File: src/rtl/mdu_sequencer.sv
// mdu_sequencer: control FSM for an iterative multiply/divide unit.
// Accepts one request at a time. For a multiply it runs PAR shift-add steps.
// For a divide it runs PAR non-restoring steps followed by one correction
// cycle. A divide by zero skips the steps and goes straight to DONE with
// dz_sel set. The result is then held until the consumer accepts it.
//
// Ports:
//   clk, rst_n   clock, asynchronous active-low reset
//   in_valid     request present (op_code, div_by_zero valid)
//   in_ready     high only in IDLE
//   op_code      operation: MUL MULH MULHSU MULHU DIV DIVU REM REMU
//   div_by_zero  datapath flag: divisor operand is zero
//   rem_neg      datapath flag: partial remainder negative after last step
//   flush        synchronous abort back to IDLE
//   op_reg       latched opcode for the datapath
//   load_en      load conditioned operands (accept cycle only)
//   step_en      one iteration step
//   corr_en      apply remainder/quotient correction
//   hi_sel       select high product word / remainder
//   dz_sel       select divide-by-zero constants
//   step_cnt     current iteration index
//   out_valid    result available
//   out_ready    consumer accepts the result
module mdu_sequencer #(
  parameter int unsigned PAR          = 32,
  parameter int unsigned OPCODE_WIDTH = 3,
  localparam int unsigned CW          = $clog2(PAR) + 1
) (
  input  logic                    clk,
  input  logic                    rst_n,
  input  logic                    in_valid,
  output logic                    in_ready,
  input  logic [OPCODE_WIDTH-1:0] op_code,
  input  logic                    div_by_zero,
  input  logic                    rem_neg,
  input  logic                    flush,
  output logic [OPCODE_WIDTH-1:0] op_reg,
  output logic                    load_en,
  output logic                    step_en,
  output logic                    corr_en,
  output logic                    hi_sel,
  output logic                    dz_sel,
  output logic [CW-1:0]           step_cnt,
  output logic                    out_valid,
  input  logic                    out_ready
);

  typedef enum logic [1:0] {
    StIdle,
    StCalc,
    StCorr,
    StDone
  } state_e;

  localparam logic [CW-1:0] LastCnt = CW'(PAR - 1);

  state_e state;
  logic   accept;
  logic   is_div_op;

  // flush wins over a simultaneous request, so it also masks the accept.
  assign accept    = in_valid && (state == StIdle) && !flush;
  assign is_div_op = op_code[2];

  always_ff @(posedge clk or negedge rst_n) begin
    if (!rst_n) begin
      state    <= StIdle;
      op_reg   <= '0;
      step_cnt <= '0;
      dz_sel   <= 1'b0;
    end else if (flush) begin
      state <= StIdle;
    end else begin
      unique case (state)
        StIdle: begin
          if (accept) begin
            op_reg   <= op_code;
            step_cnt <= '0;
            dz_sel   <= is_div_op && div_by_zero;
            state    <= (is_div_op && div_by_zero) ? StDone : StCalc;
          end
        end
        StCalc: begin
          // Count holds at the last index once the iterations are done.
          if (step_cnt == LastCnt) begin
            state <= op_reg[2] ? StCorr : StDone;
          end else begin
            step_cnt <= step_cnt + CW'(1);
          end
        end
        StCorr: state <= StDone;
        StDone: begin
          if (out_ready) begin
            state <= StIdle;
          end
        end
        default: state <= StIdle;
      endcase
    end
  end

  // Remaining outputs decode directly from the state register.
  assign in_ready  = (state == StIdle);
  assign load_en   = accept;
  assign step_en   = (state == StCalc);
  assign corr_en   = (state == StCorr) && rem_neg;
  assign out_valid = (state == StDone);

  // High word for MULH/MULHSU/MULHU, remainder for REM/REMU.
  assign hi_sel = op_reg[2] ? op_reg[1] : (op_reg[1:0] != 2'b00);

endmodule

File: config.mk
export PLATFORM = sky130hd
export DESIGN_NAME = mdu_sequencer
export DESIGN_NICKNAME = d
export VERILOG_FILES = /design/src/rtl/mdu_sequencer.sv
export SDC_FILE = /design/constraint.sdc
export NUM_CORES = 1
export LEC_CHECK = 0
export ABC_AREA = 1
export BUFFER_PORTS_ARGS = -buffer_cell sky130_fd_sc_hd__buf_2
export CORE_UTILIZATION = 43
export CTS_CLUSTER_DIAMETER = 200
export CTS_CLUSTER_SIZE = 16
export DETAILED_ROUTE_END_ITERATION = 6
export GPL_ROUTABILITY_DRIVEN = 0
export PLACE_DENSITY_LB_ADDON = 0.12
export SLEW_MARGIN = 40
export SYNTH_ARGS = -nofsm -noshare
export SYNTH_HDL_FRONTEND = slang
export SYNTH_SLANG_ARGS = --single-unit
File: constraint.sdc
create_clock -name clk -period 1.3 [get_ports clk]
set_input_delay 0.13 -clock clk [delete_from_list [all_inputs] [get_ports clk]]
set_output_delay 0.13 -clock clk [all_outputs]
set_load 0.05 [all_outputs]
# Yosys cells after proc, flatten, opt, wreduce, memory -nomap -nowiden
# Index checks and enable logic that the tools add are counted.
[totals]
ff_bits = 12
input_bits = 10
out_inout_bits = 16
wordCells = 37
[classes]
add_sub_neg = 1
n_eq_ne = 9
mux = 11
bitwise = 1
reduce_logical = 11
[ops]
columns = ["operator", "n"]
rows = [
  ["$mux W6", 2],
  ["$pmux W6 S2", 1],
  ["$mux W2", 5],
  ["$pmux W2 S4", 1],
  ["$add A6 B1 Y6 const B", 1],
  ["$eq A6 B5 Y1 const B", 1],
  ["$ne A3 B2 Y1 const B", 2],
  ["$reduce_and A3 Y1", 2],
  ["$eq A2 B2 Y1 const B", 2],
  ["$logic_and A1 B1 Y1", 4],
  ["$reduce_and A4 Y1", 1],
  ["$reduce_bool A2 Y1", 2],
  ["$ne A3 B1 Y1 const B", 1],
  ["$eq A2 B1 Y1 const B", 1],
  ["$logic_not A2 Y1", 1],
  ["$mux W1", 2],
  ["$ne A2 B1 Y1 const B", 1],
  ["$ne A2 B2 Y1 const B", 1],
  ["$logic_not A1 Y1", 1],
  ["$not A1 Y1", 1],
]

# Longest topological paths before layout
[depth]
depth_word = 6
mapped_depth = 9
mapped_depth_nobuf = 8

# Worst setup path before layout
# Ideal clock, no wire load.
[synth_timing]
path_kind = "register to register"
startpoint = "reg state[0]"
endpoint = "reg op_reg[2]"
setup_time_ns = 0.144
arrival_time_ns = 1.776
required_ns = 1.156
path_slack_ns = -0.620
stages_incl_launch_ff = 6
path_buffers = 0
synth_period_minus_slack_ns = 1.920
cell_sequence = "dfrtp_1 -> inv_1 -> ha_1 -> nand3_2 -> inv_1 -> o21ai_0"
[synth_between]
elab_chain_len = 4
[synth_rtl]
columns = ["element", "line_no", "rtl"]
rows = [
  ["start: declaration", "57", "state_e state;"],
  ["start signal: assignment", "67", "state <= StIdle;"],
  ["start signal: assignment", "72", "state <= StIdle;"],
  ["start signal: assignment", "80", "state <= (is_div_op && div_by_zero) ? StDone : StCalc;"],
  ["$logic_not A2 Y1", "--", ""],
  ["via in_ready", "32", "output logic in_ready,"],
  ["$logic_and A1 B1 Y1 (2 in series)", "62", "assign accept = in_valid && (state == StIdle) && !flush;"],
  ["via load_en", "38", "output logic load_en,"],
  ["$reduce_and A3 Y1 (no line)", "--", ""],
  ["end signal: assignment", "77", "op_reg <= op_code;"],
  ["end: declaration", "37", "output logic [OPCODE_WIDTH-1:0] op_reg,"],
]
# The timed path passes the listed nets, and every way through them passes these cells.
# A chain may end at the register's enable or synchronous reset.

# Final worst setup path
[layout_timing]
startpoint = "reg state[0]"
endpoint = "out load_en"
[layout_between]
elab_chain_len = 3
[layout_rtl]
columns = ["element", "line_no"]
rows = [
  ["$logic_not A2 Y1", "62"],
  ["$logic_and A1 B1 Y1 (2 in series)", "62"],
  ["end: declaration", "38"],
]
# No other way between the ends.

==> results <==
- Counting instances in the post-synthesis netlist gives the leading cell types as sky130_fd_sc_hd__nand2_1 (30), sky130_fd_sc_hd__dfrtp_1 (12), sky130_fd_sc_hd__nand3_1 (11).
- The number of max-slew violations in the final report is 0.
- The number of warnings printed during yosys synthesis is 0.
- Dividing total power by cell area gives a power density of 2280 nW/um^2.
- The setup violation total in the final timing report is 7.
- The minimum period implied by the final worst setup slack is 1.41 ns.
- The nature of the critical path startpoint is a register.
- The largest total area in the synthesized netlist belongs to sky130_fd_sc_hd__dfrtp_1.
- The placed standard-cell area is 993 um^2.
- Hold is met by 0.0411 ns.
- The number of antenna violations at the first check in global routing is 0.
- The tool flagged a number of max-cap violations equal to 0.
- The routed via count is 775.
- Dividing the detail-routed wire length by the instance count gives 12.5 um.
- The number of placement rows is 14.
- The root buffer cell is sky130_fd_sc_hd__clkbuf_4.
- The register with the most flip-flops in the layout has 6 of them.
- STA classifies the critical path endpoint as a primary output.
- Together, buffers and inverters on the worst path number 3.
- The clock arrives with 0.00744 ns of skew.
- Across the VDD grid, the largest voltage drop is 1.24 mV.
- The maximum clock frequency is 710 MHz.
- For this design the static power due to leakage is 0.560 nW.
- For the pin with the worst max-slew slack, the measured transition is 0.287 ns.
- The synthesized design contains 12 register bits.
- The summed area of non-filler cells in the final layout is 1130 um^2.
- The critical path goes through inv_2 > ha_4 > nand3_4 > clkinvlp_4 > buf_8.
- In this run, placement finished with an instance count of 143.
- The horizontal extent of the die is 44.0 um.
- The count of cell types in the netlist is 20.
- The finished layout holds 152 standard cells, fillers aside.
- Sorting the synthesized cells by area gives the leading types as sky130_fd_sc_hd__dfrtp_1 (40%), sky130_fd_sc_hd__nand2_1 (15%), sky130_fd_sc_hd__ha_1 (9.9%).
- The die covers 1940 um^2.
- The global-route wire length before repair is 3.26 mm.
- The H-tree depth is 1.
- The clock insertion delay at the later pin of the skew report is 0.27 ns.
- The checks that failed: setup timing.
- The class of the most critical hold timing path is input port to register.
- Measured in cells, the most critical reg-to-reg path has a length of 8.
- 0 antenna diodes ended up in the layout.
- In the final design database the tool counted 153 nets.
- Data on the critical path arrives at its endpoint at 1.28 ns.
- The number of clock buffers inserted by TritonCTS is 3.
- On the worst path, the slowest cell contributes a delay of 0.40 ns.
- The number of buffer cells added on primary ports is 25.
- Compared with the post-synthesis result, the final layout area differs by 48.6%.
- The clock net sink count is 12.
- The number of global-route vias before repair came to 780.
- The worst path uses 108% of the clock period.
- The initial core utilization is 48.2%.
- The path length in cells of the critical path is 5.
- The kind of cell with the highest combined delay along the critical path is flip-flops.
- The wire length after detailed routing is 1.90 mm.
- Entering global routing, the biggest net connects 13 pins.
- The worst setup path is of the register to primary output kind.
- The number of nets in the synthesized netlist is 113.
- The slowest library cell on the worst path is sky130_fd_sc_hd__dfrtp_1.
- After clock tree synthesis, the clock-pin slew on the worst setup and hold paths is 0.09 ns.
- The die is 44.0 um tall.
- The area share of the leading cell type in the synthesized netlist is 39.5%.
- The share of synthesized flip-flops with an asynchronous set or reset is 100%.
- The remaining antenna violation count after routing is 0.
- Setup repair after global routing could not meet its margin everywhere.
- In this run the register-to-register setup slack is -0.01 ns.
- The mean post-synth cell area is 7.83 um^2.
- Of all nets on the critical path, the largest fanout is 4.
- The boundary pin count is 26.
- The run finished, with violations left.
- The total half-perimeter wirelength after legalization and detailed placement is 1.35 mm.
- The share of layout cells above drive strength 1 is 51.5%.
- The count of endpoints failing hold in the final timing report is 0.
- In the synthesized netlist the dominant register cell turns out to be sky130_fd_sc_hd__dfrtp_1.
- The normalized max-slew margin is 80.9%.
- The core region is 1580 um^2.
- The maximum number of buffers from clock root to sink is 2.
- The required time of the worst setup path is 1.17 ns.
- The worst setup margin is -0.108 ns.
- The number of design-rule violations left by the first detailed-router iteration is 17.
- The overall track demand over capacity in global routing is 23.0%.
- The detail-routed via count per cell is 5.10.
- Counting flops with a built-in enable in the synthesized netlist gives 0.
- The total overflow left after global routing is 0.
- The sequential fraction of the synthesis area is 39.5%.
- The worst hold path was traced through 3 stages.
- The remaining design rule violation count is 0.
- The post-synth design cell area is 759 um^2.
- The CTS tree is yes.
- The synthesized instance count is 97.
- The first detailed-routing pass ran for 4 iterations.
- sky130_fd_sc_hd__nand2_1 is the most common cell in the netlist.
[worst min-delay path: stages]
cell and delay, ns:
sky130_fd_sc_hd__buf_2 0.07, sky130_fd_sc_hd__nand2_1 0.04, sky130_fd_sc_hd__nand2_1 0.05
[cells in the final DEF (no fill, tap or decap), drive strengths merged]
master / n
nand2: 34
buf: 33
nand3: 12
dfrtp: 12
inv: 10
o21ai: 8
ha: 6
clkbuf: 5
nor2: 4
o21bai: 3
clkinv: 2
a21oi: 2
clkinvlp: 1
a21o: 1
nand4: 1
o22ai: 1
dlygate4sd3: 1
[what timing repair did]
item	4_1_cts	5_1_grt
pin swaps	1	2
setup buffers	2	1
setup endpoints to repair	11	16
gates resized for setup	10	8
cloned	1	0
hold buffers	1	0
endpoints found under the hold margin	12	0
[through the flow]
stage	total power, W	setup slack [ns]	TNS [ns]	utilization [%]
after global placement	0.00205	-0.0124	-0.0180	63.0
after CTS	0.00251	-0.129	-0.605	69.5
after detailed placement	0.00209	-0.0428	-0.179	63.0
after global routing	0.00274	-0.175	-1.22	71.6
after floorplan	0.00172	-0.116	-0.693	-
final	0.00257	-0.108	-0.326	71.6
[layer usage]
| metal | global-route usage, % | up-vias | share of wire, % |
|---|---|---|---|
| met2 | 39.4 | 22 | 50 |
| met4 | 12.1 | 0 | 1.5 |
| li1 | - | 395 | - |
| met1 | 27.6 | 354 | 44 |
| met5 | 0 | - | 0 |
| met3 | 3.67 | 4 | 3.8 |
[path summary, 6_finish.rpt]
check	from	endpoint
min reg2reg	dz_sel	dz_sel
max in group asynchronous	rst_n	step_cnt[0]
max	state[0]	load_en
min	op_code[0]	op_reg[0]
min in group asynchronous	rst_n	op_reg[0]
max reg2reg	state[0]	step_cnt[0]
[logic make-up (layout without fill, tap and decap cells)]
logic type,after synthesis,after routing,share of synthesized area (%)
DFF,12,12,39.5
buffers and inverters,14,52,8.24
adders and majority gates,6,6,9.88
AOI/OAI and AO/OA,15,15,12.8
and+or+nand+nor,50,51,29.5
[cell type report]
cell class / instances / area (um^2)
fill: 124 / 448
tap: 16 / 20.0
inverter: 13 / 55.1
clock buffer: 4 / 36.3
sequential: 12 / 307
timing repair buffer: 35 / 234
multi-input combinational: 72 / 477
[report_power, final]
group | switching (W) | internal, W | total, W
Sequential | 0.0000925 | 0.000487 | 0.000580
Combinational | 0.00112 | 0.000574 | 0.00169
Clock | 0.000132 | 0.000170 | 0.000302
Power figures use the tool's default switching activity.
